### src/rtl/tartaruga_pkg.sv
// ----------------------------------------------------------------------------
// tartaruga_pkg
// Shared types and constants for the tartaruga MEM stage.
//   SB_DEPTH           default number of store buffer entries (power of two)
//   IDX_W              width of a store buffer index
//   bus32_t            32-bit data/address word
//   store_buffer_idx_t store buffer entry index
//   sb_entry_t         one store buffer entry: valid, committed, addr, data
// ----------------------------------------------------------------------------
package tartaruga_pkg;

  localparam int SB_DEPTH = 4;
  localparam int IDX_W    = $clog2(SB_DEPTH);

  typedef logic [31:0]      bus32_t;
  typedef logic [IDX_W-1:0] store_buffer_idx_t;

  typedef struct packed {
    logic   valid;
    logic   committed;
    bus32_t addr;
    bus32_t data;
  } sb_entry_t;

endpackage

### src/rtl/tarta_store_buffer.sv
// ----------------------------------------------------------------------------
// tarta_store_buffer
// In-order circular store buffer sitting in the MEM stage between EXE stores
// and the dcache write port. Stores are allocated speculatively at the tail,
// marked committed by writeback (by index), and drained from the head to the
// dcache once committed. Younger loads get the data of the youngest buffered
// store to the same 32-bit word.
//
// Ports
//   clk_i, rstn_i                 clock, asynchronous active-low reset
//   data_i, addr_i                store data / store-or-load address
//   load_i                        load in MEM: request forwarding
//   bypass_o, data_rd_o           forwarding hit and forwarded data
//   req_valid_i, req_ready_o      store allocation handshake
//   rsp_valid_o, rsp_ready_i      dcache write handshake for the head entry
//   addr_o, data_wr_o             head entry address/data (0 when not valid)
//   store_buffer_idx_o            index the current store lands in (tail)
//   store_buffer_commit_i         commit pulse for store_buffer_idx_commit_i
//   store_buffer_discard_i        drop every uncommitted entry
// ----------------------------------------------------------------------------
module tarta_store_buffer
  import tartaruga_pkg::*;
#(
  parameter int SB_DEPTH = tartaruga_pkg::SB_DEPTH,
  parameter int IDX_W    = $clog2(SB_DEPTH)
) (
  input  logic             clk_i,
  input  logic             rstn_i,
  input  logic [31:0]      data_i,
  input  logic [31:0]      addr_i,
  input  logic             load_i,
  output logic             bypass_o,
  output logic [31:0]      data_rd_o,
  input  logic             req_valid_i,
  output logic             req_ready_o,
  output logic             rsp_valid_o,
  input  logic             rsp_ready_i,
  output logic [31:0]      addr_o,
  output logic [31:0]      data_wr_o,
  output logic [IDX_W-1:0] store_buffer_idx_o,
  input  logic             store_buffer_commit_i,
  input  logic [IDX_W-1:0] store_buffer_idx_commit_i,
  input  logic             store_buffer_discard_i
);

  localparam logic [IDX_W:0]   FULL_CNT = (IDX_W+1)'(SB_DEPTH);
  localparam logic [IDX_W-1:0] IDX_ONE  = IDX_W'(1);

  sb_entry_t        entries_q [SB_DEPTH];
  sb_entry_t        entries_d [SB_DEPTH];
  logic [IDX_W-1:0] head_q, head_d;
  logic [IDX_W-1:0] tail_q, tail_d;
  logic [IDX_W:0]   count_q, count_d;

  logic             alloc;
  logic             pop;
  logic             head_ready;
  logic [32:0]      fwd;

  // Youngest matching store: walk from tail-1 backwards. Only live entries
  // are valid, so a full lap visits exactly the entries between head and tail
  // in youngest-first order.
  function automatic logic [32:0] youngest_match(
    input sb_entry_t        ents [SB_DEPTH],
    input logic [IDX_W-1:0] tail,
    input bus32_t           addr
  );
    logic [32:0]      res;
    logic [IDX_W-1:0] k;
    logic             found;
    res   = '0;
    found = 1'b0;
    for (int i = 0; i < SB_DEPTH; i++) begin
      k = tail - IDX_W'(i + 1);
      if (!found && ents[k].valid && (ents[k].addr[31:2] == addr[31:2])) begin
        found = 1'b1;
        res   = {1'b1, ents[k].data};
      end
    end
    return res;
  endfunction

  // No pass-through when full: a same-cycle pop does not free a slot early.
  assign req_ready_o = (count_q != FULL_CNT) && !store_buffer_discard_i;
  assign alloc       = req_valid_i && req_ready_o;

  assign head_ready  = entries_q[head_q].valid && entries_q[head_q].committed;
  assign rsp_valid_o = head_ready;
  assign pop         = head_ready && rsp_ready_i;
  assign addr_o      = head_ready ? entries_q[head_q].addr : 32'h0;
  assign data_wr_o   = head_ready ? entries_q[head_q].data : 32'h0;

  assign store_buffer_idx_o = tail_q;

  // Forwarding looks at registered state only, so a store allocated this
  // cycle becomes visible to loads from the next cycle on.
  assign fwd       = youngest_match(entries_q, tail_q, addr_i);
  assign bypass_o  = load_i && fwd[32];
  assign data_rd_o = (load_i && fwd[32]) ? fwd[31:0] : 32'h0;

  always_comb begin
    logic             found;
    logic [IDX_W-1:0] k;
    entries_d = entries_q;
    head_d    = head_q;
    tail_d    = tail_q;
    count_d   = '0;
    found     = 1'b0;
    k         = '0;

    // Commit first so that a commit landing together with a discard keeps
    // its entry.
    if (store_buffer_commit_i && entries_q[store_buffer_idx_commit_i].valid) begin
      entries_d[store_buffer_idx_commit_i].committed = 1'b1;
    end

    if (pop) begin
      entries_d[head_q].valid     = 1'b0;
      entries_d[head_q].committed = 1'b0;
      head_d                      = head_q + IDX_ONE;
    end

    // alloc is never set during a discard (req_ready_o is low then).
    if (alloc) begin
      entries_d[tail_q].valid     = 1'b1;
      entries_d[tail_q].committed = 1'b0;
      entries_d[tail_q].addr      = addr_i;
      entries_d[tail_q].data      = data_i;
      tail_d                      = tail_q + IDX_ONE;
    end

    if (store_buffer_discard_i) begin
      // Committed entries form a prefix from head, so the oldest uncommitted
      // live entry is where the tail rewinds to.
      for (int i = 0; i < SB_DEPTH; i++) begin
        k = head_q + IDX_W'(i);
        if (!found && entries_d[k].valid && !entries_d[k].committed) begin
          found  = 1'b1;
          tail_d = k;
        end
      end
      for (int i = 0; i < SB_DEPTH; i++) begin
        if (entries_d[i].valid && !entries_d[i].committed) begin
          entries_d[i].valid = 1'b0;
        end
      end
    end

    // Occupancy is re-derived from the valid bits; this covers allocate,
    // pop, simultaneous allocate+pop and discard uniformly.
    for (int i = 0; i < SB_DEPTH; i++) begin
      count_d = count_d + (IDX_W+1)'(entries_d[i].valid);
    end
  end

  genvar gi;
  generate
    for (gi = 0; gi < SB_DEPTH; gi++) begin : g_entry
      always_ff @(posedge clk_i or negedge rstn_i) begin
        if (!rstn_i) begin
          entries_q[gi] <= '0;
        end else begin
          entries_q[gi] <= entries_d[gi];
        end
      end
    end
  endgenerate

  always_ff @(posedge clk_i or negedge rstn_i) begin
    if (!rstn_i) begin
      head_q  <= '0;
      tail_q  <= '0;
      count_q <= '0;
    end else begin
      head_q  <= head_d;
      tail_q  <= tail_d;
      count_q <= count_d;
    end
  end

endmodule

### config.mk
export PLATFORM = sky130hd
export DESIGN_NAME = tarta_store_buffer
export DESIGN_NICKNAME = d
export VERILOG_FILES = /design/src/rtl/tartaruga_pkg.sv /design/src/rtl/tarta_store_buffer.sv
export SDC_FILE = /design/constraint.sdc
export NUM_CORES = 1
export LEC_CHECK = 0
export CAP_MARGIN = 25
export CORE_MARGIN = 4
export CORE_UTILIZATION = 48
export CTS_BUF_LIST = sky130_fd_sc_hd__clkbuf_8
export DETAILED_ROUTE_END_ITERATION = 7
export DONT_BUFFER_PORTS = 1
export GPL_ROUTABILITY_DRIVEN = 0
export PLACE_DENSITY = 0.65
export SLEW_MARGIN = 0
export SYNTH_ARGS = -nofsm -noshare
export SYNTH_HDL_FRONTEND = slang
export SYNTH_SLANG_ARGS = --single-unit
### constraint.sdc
create_clock -name clk_i -period 7.3 [get_ports clk_i]
set_input_delay 1.825 -clock clk_i [delete_from_list [all_inputs] [get_ports clk_i]]
set_output_delay 1.825 -clock clk_i [all_outputs]
set_load 0.01 [all_outputs]
# --- Word level (Yosys, flattened, before mapping) ---
# Index checks and enable logic that the tools add are counted.
classes:
  addsub: 10
  mux: 84
  mul: 0
  shifts: 0
  n_lt_le_gt_ge: 12
  div: 0
  bitwise: 9
  n_reduce_logical: 42
  n_eq_ne: 5
op_table:
  columns: ["op", "count"]
  rows:
  - ["bitwise mux 264 bit", 7]
  - ["2-to-1 mux 66 bit", 22]
  - ["binary-select mux 66 bit (select 2 bit)", 10]
  - ["demux 66 bit (select 2 bit)", 7]
  - ["2-to-1 mux 264 bit", 3]
  - ["2-to-1 mux 65 bit", 3]
  - ["2-to-1 mux 33 bit", 4]
  - ["2-to-1 mux 32 bit", 4]
  - ["equality test 30 bit", 4]
  - ["2-to-1 mux 64 bit", 1]
  - ["greater-or-equal comparator 3 bit (second input constant)", 9]
  - ["logical AND 1 bit", 27]
  - ["inverter 2 -> 3 bit", 9]
  - ["2-to-1 mux 1 bit", 17]
  - ["zero test 1 bit", 15]
  - ["2-to-1 mux 2 bit", 6]
  - ["< comparator 3 x 1 -> 1 bit (second input constant)", 3]
  - ["adder 2 x 1 -> 2 bit (second input constant)", 2]
  - ["adder 2 bit (second input constant)", 2]
  - ["subtractor 2 bit (second input constant)", 2]
  - ["adder 2 x 1 -> 3 bit", 1]
  - ["adder 3 x 1 -> 3 bit", 1]
  - ["inequality test 3 bit (second input constant)", 1]
  - ["adder 1 x 1 -> 2 bit", 1]
  - ["subtractor 2 x 1 -> 2 bit (second input constant)", 1]
word_totals:
  output_inout_bits: 101
  rom_bits: 0
  ramBits: 0
  mem_count: 0
  latchBits: 0
  ff_bits: 271

# --- Depth between registers and ports, before layout ---
logic_depth:
  word_depth: 37
  ltp_mapped: 23
  mapped_depth_nobuf: 11

# --- Worst setup path before layout ---
# OpenSTA, ideal clock, no wires.
synth_path:
  path_kind: "register to output"
  start: "register tail_q[1], in the netlist store_buffer_idx_o[1]"
  end: "output data_rd_o[0]"
  setup_slack_ns: 0.077
  arrival_time_ns: 5.398
  path_buffers: 12
  stages_incl_launch_ff: 23
  required_ns: 5.475
  path_cell_list: "dfrtp_1 -> buf_4 -> buf_6 -> buf_6 -> buf_4 -> buf_2 -> buf_2 -> buf_1 -> clkbuf_1 -> inv_1 -> ha_1 -> buf_4 -> inv_2 -> buf_1 -> buf_2 -> o211ai_1 -> a2111oi_2 -> nand4b_1 -> nor4_4 -> a31oi_4 -> buf_6 -> or2_1 -> a41oi_1"
synth_between:
  elab_chain_cells: 22
  word_cells_on_any_way: 42
  cone_classes: "add/sub: 3; eq/ne: 4; mux: 20; bitwise: 4; reduce/logical: 11"
synth_rtl:
  columns: ["element", "line_no", "rtl"]
  rows:
  - ["start, declared", "tarta_store_buffer.sv:52", "logic [IDX_W-1:0] tail_q, tail_d;"]
  - ["start signal, assigned", "tarta_store_buffer.sv:176", "tail_q <= tail_d;"]
  - ["subtractor 2 x 1 -> 2 bit", "tarta_store_buffer.sv:74", "k = tail - IDX_W'(i + 1);"]
  - ["inverter 2 -> 3 bit (not written as such)", "tarta_store_buffer.sv:75, tarta_store_buffer.sv:77", null]
  - ["binary-select mux 66 bit (select 2 bit)", "tarta_store_buffer.sv:75, tarta_store_buffer.sv:77", null]
  - ["2-to-1 mux 66 bit (not written as such) (2 in series)", "tarta_store_buffer.sv:77", "res = {1'b1, ents[k].data};"]
  - ["equality test 30 bit", "tarta_store_buffer.sv:75", "if (!found && ents[k].valid && (ents[k].addr[31:2] == addr[31:2])) begin"]
  - ["logical AND 1 bit", "tarta_store_buffer.sv:75", null]
  - ["2-to-1 mux 1 bit", "tarta_store_buffer.sv:75", null]
  - ["zero test 1 bit", "tarta_store_buffer.sv:75", null]
  - ["[3 not listed]", null, null]
  - ["zero test 1 bit", "tarta_store_buffer.sv:75", null]
  - ["logical AND 1 bit (2 in series)", "tarta_store_buffer.sv:75", null]
  - ["2-to-1 mux 1 bit", "tarta_store_buffer.sv:75", null]
  - ["zero test 1 bit", "tarta_store_buffer.sv:75", null]
  - ["logical AND 1 bit (2 in series)", "tarta_store_buffer.sv:75", null]
  - ["2-to-1 mux 33 bit (*)", "tarta_store_buffer.sv:75", null]
  - ["logical AND 1 bit", "tarta_store_buffer.sv:99", "assign data_rd_o = (load_i && fwd[32]) ? fwd[31:0] : 32'h0;"]
  - ["2-to-1 mux 32 bit (*)", "tarta_store_buffer.sv:99", null]
  - ["end, declared", "tarta_store_buffer.sv:33", "output logic [31:0] data_rd_o,"]
# Mark *: on every way between the ends. The rest lies on a longest branch, timed or not. The select of a mux whose other input is x is not followed.

# --- Worst setup path in the final report ---
layout_path:
  start: "register tail_q[0], in the netlist store_buffer_idx_o[0]"
  end: "output data_rd_o[30]"
# Same word-level chain as after synthesis.

==> out/qor.yml <==
floorplan:
  rows: 77
  core_mm2: 0.04412
  die_h_um: 219.2
  initial_core_util_pct: 48.53
  die_x_um: 219.2
  dieArea_mm2: 0.04806
  ios: 174
routing:
  wire_per_inst_um: 28.29
  drt-met1-wl_um: 27740
  highest_layer: "met4"
  antenna_left: 0
  wl_met3_um: 6973
  routed_wl_um: 70760
  vias: 17270
  dr.pass1.iters: 6
  drtIter0Drc: 1821
  avgViaCountPerCell: 6.903
  route.met2.wl_um: 32460
  drc: 0
critical_path:
  cp_cell_sequence: "buf_4 -> buf_12 -> mux2i_1 -> o22ai_1 -> a221oi_2 -> o211ai_1 -> o22a_1 -> nor4_4 -> buf_4 -> nand3b_1 -> nand2_2 -> buf_4 -> a31oi_1 -> buf_4"
  critical-path-top-delay-family: "buffers and inverters"
  worst-path-buf-inv: 5
  reg2reg_to: "store_buffer_idx_o[0]$_DFF_PN0_"
  arrival_ns: 5.30
  worstPathRequired_ns: 5.48
  crit_slowest_cell: "dfrtp_4"
  ff2ff_path_depth: 9
  worst_setup_path_end_kind: "primary output"
  path_class: "reg -> out"
  r2r_setup_slack_ns: 3.04
  crit_path_start_kind: "register"
  crit_path_max_incr_delay_ns: 0.63
  path_max_fanout: 43
  worst_path_most_repeated_cell: "buf_4"
  r2r_start: "head_q[1]$_DFFE_PN0N_"
hold_path:
  whs_path_depth: 2
  min_path_type: "reg -> reg"
place:
  numPortBuffers: 0
  dpl_worst_slack_ns: 0.2704
  postPlaceCellArea_mm2: 0.02170
  hpwl_um: 45100
yosys:
  netlist_area_mm2: 0.02141
  postSynthAreaPerCell_um2: 10.94
  yosys_warnings: 0
  ys_ff_latch: 271
  async_reset_ff_share_pct: 100.0
  ys_seq_area_share_pct: 31.67
  syn_nets: 2041
  synth_edf_count: 0
  yosysUniqueCellTypes: 77
  postSynthCellCount: 1957
  synth_ff_type: "dfrtp_1"
timing:
  slew_viol_final: 0
  setup_ws_ns: 0.1764
  hold_viol: 0
  fmax_mhz: 140.4
  rsz0062_at_grt: "no"
  clock-skew-final_ns: 0.02672
  worst_slew_pin_slew_ns: 1.134
  setup_tns_ns: 0
  relSlewSlack_pct: 24.38
  whs_ns: 0.4707
  period_minus_slack_ns: 7.124
  finalSetupViolCount: 0
  fin_crit_sh_pct: 97.58
finish:
  multi_input_area_mm2: 0.01375
  layout_common_cells: "nand2_1 (313), dfrtp_1 (267), mux2_2 (196), mux4_2 (165), mux2i_1 (160)"
  fillers: 3986
  nNetsFinal: 1961
  seq_area_mm2: 0.006797
  fin_area_mm2: 0.02277
  final_common_cell: "nand2_1"
  syn_to_final_growth_pct: 6.351
  drive_gt1_share_pct: 28.51
global_route:
  grtUsageTotal_pct: 28.88
  antenna_found_initial: 0
  grt_start_max_net_pins: 272
  grt_pass1_vias: 17220
  grt.overflow.total: 0
  grt_pass1_wl_um: 107300
clock_tree:
  htreeDepth: 2
  clk_latency_ns: 0.67
  numCtsBuffers: 50
  clk_pin_slew_ns: 0.06
  cts_tree: "built"
  cts_max_path_buffers: 3
  clock-sinks: 271
  root_buffer: "clkbuf_8"
power_and_ir_drop:
  pwr_density_cell_mw_per_mm2: 490.0
  ir_worst_vdd_mv: 0.2360
  power_w: 0.01116
  p_leak_nw: 8.904
status:
  status: "complete, no violations"
run:
  max-cap-violations: 0
## logic make-up after synthesis
family | count (synthesis) | synth area share, %
simple gates | 577 | 12.92
mux | 534 | 36.44
compound gates | 280 | 10.63
buf+inv | 209 | 4.557
xor+xnor | 75 | 3.103
flops | 271 | 31.67
fa+ha+maj | 11 | 0.6778
## metal layers
layer | track usage [%] | vias up
li1 | - | 7244
met1 | 38.91 | 8810
met2 | 44.52 | 974
met3 | 7.228 | 237
met4 | 12.68 | 0
met5 | 0 | -
## worst min-delay path: stages, from the launching register on
cell and delay, ns:
dfrtp_1 0.34, nand2_1 0.05, nand2_1 0.06
## cells in the mapped netlist (5+ instances only)
master     instances  area share [%]
a22oi_1           11            0.39
ha_1              10            0.58
nor4_1             5            0.15
a211oi_1          12            0.42
a31oi_1            8            0.23
mux4_2           165              17
o221ai_1           5            0.20
a22o_1             5            0.20
o211ai_1          14            0.49
nand2b_1           6            0.18
or2_2              5            0.15
o21ai_0           58             1.4
mux2i_1          162             7.6
a41oi_2           28             2.1
a221oi_1           8            0.33
buf_1             25            0.44
a21oi_1           28            0.65
buf_6             12            0.63
nor2_1            32            0.56
mux4_1             9             1.1
buf_2             23            0.54
and3_1             6            0.18
buf_4             12            0.42
nand3_1            8            0.19
mux2_2           196              10
a2111oi_0          5            0.20
or2_1             31            0.91
xnor2_1           57             2.3
o22ai_1           13            0.38
dfrtp_1          271              32
nand2_1          317             5.6
o2bb2ai_1          8            0.33
o32ai_1            5            0.20
xor2_1            17            0.70
clkbuf_1         109             1.9
nand4_1           74             2.2
nor3_1             9            0.21
inv_1             23            0.40
a2bb2oi_1         35             1.4
nor2b_1           68             2.0
o2111ai_1          6            0.25
## stage by stage
step | util (%) | instances
after floorplan | - | 1957
after global placement | 49.17 | 2407
after detailed placement | 49.17 | 2407
after CTS | 51.31 | 2490
after global routing | 51.61 | 2500
final | 51.61 | 2501
## area by class of cell
| type | instances | share of cell area (%) |
|---|---|---|
| repair buffers | 51 | 1.983 |
| well taps | 592 | 3.252 |
| diodes | 1 | 0.01099 |
| clock buffers | 57 | 3.445 |
| inverters | 26 | 0.4285 |
| multi-input cells | 1477 | 60.39 |
| clock inverters | 26 | 0.6428 |
| flip-flops and latches | 271 | 29.84 |
## where the power goes
part           switching (W)  internal, W
clock network       0.000695     0.000744
registers            0.00108      0.00224
logic                0.00313      0.00327
## how the worst max path moves through the flow
stage                                                from  slack [ns]             to  depth (start not counted)
final                     store_buffer_idx_o[0]$_DFF_PN0_        0.18  data_rd_o[30]                         14
after global routing      store_buffer_idx_o[0]$_DFF_PN0_        0.07  data_rd_o[30]                         14
after CTS                 store_buffer_idx_o[0]$_DFF_PN0_        0.02  data_rd_o[31]                         14
after detailed placement                        addr_i[2]        0.27  data_rd_o[31]                         11
after global placement                          addr_i[2]        0.40  data_rd_o[31]                         11
after floorplan           store_buffer_idx_o[1]$_DFF_PN0_        0.08   data_rd_o[0]                         22
## repair_timing
action / CTS / global route
pin swaps: 0 / 1
hold buffers: 0 / 0
buffers inserted: 0 / 8
gates resized for setup: 2 / 3
endpoints found under the setup margin: 22 / 33
No activity file was read; power rests on OpenSTA's default activity.
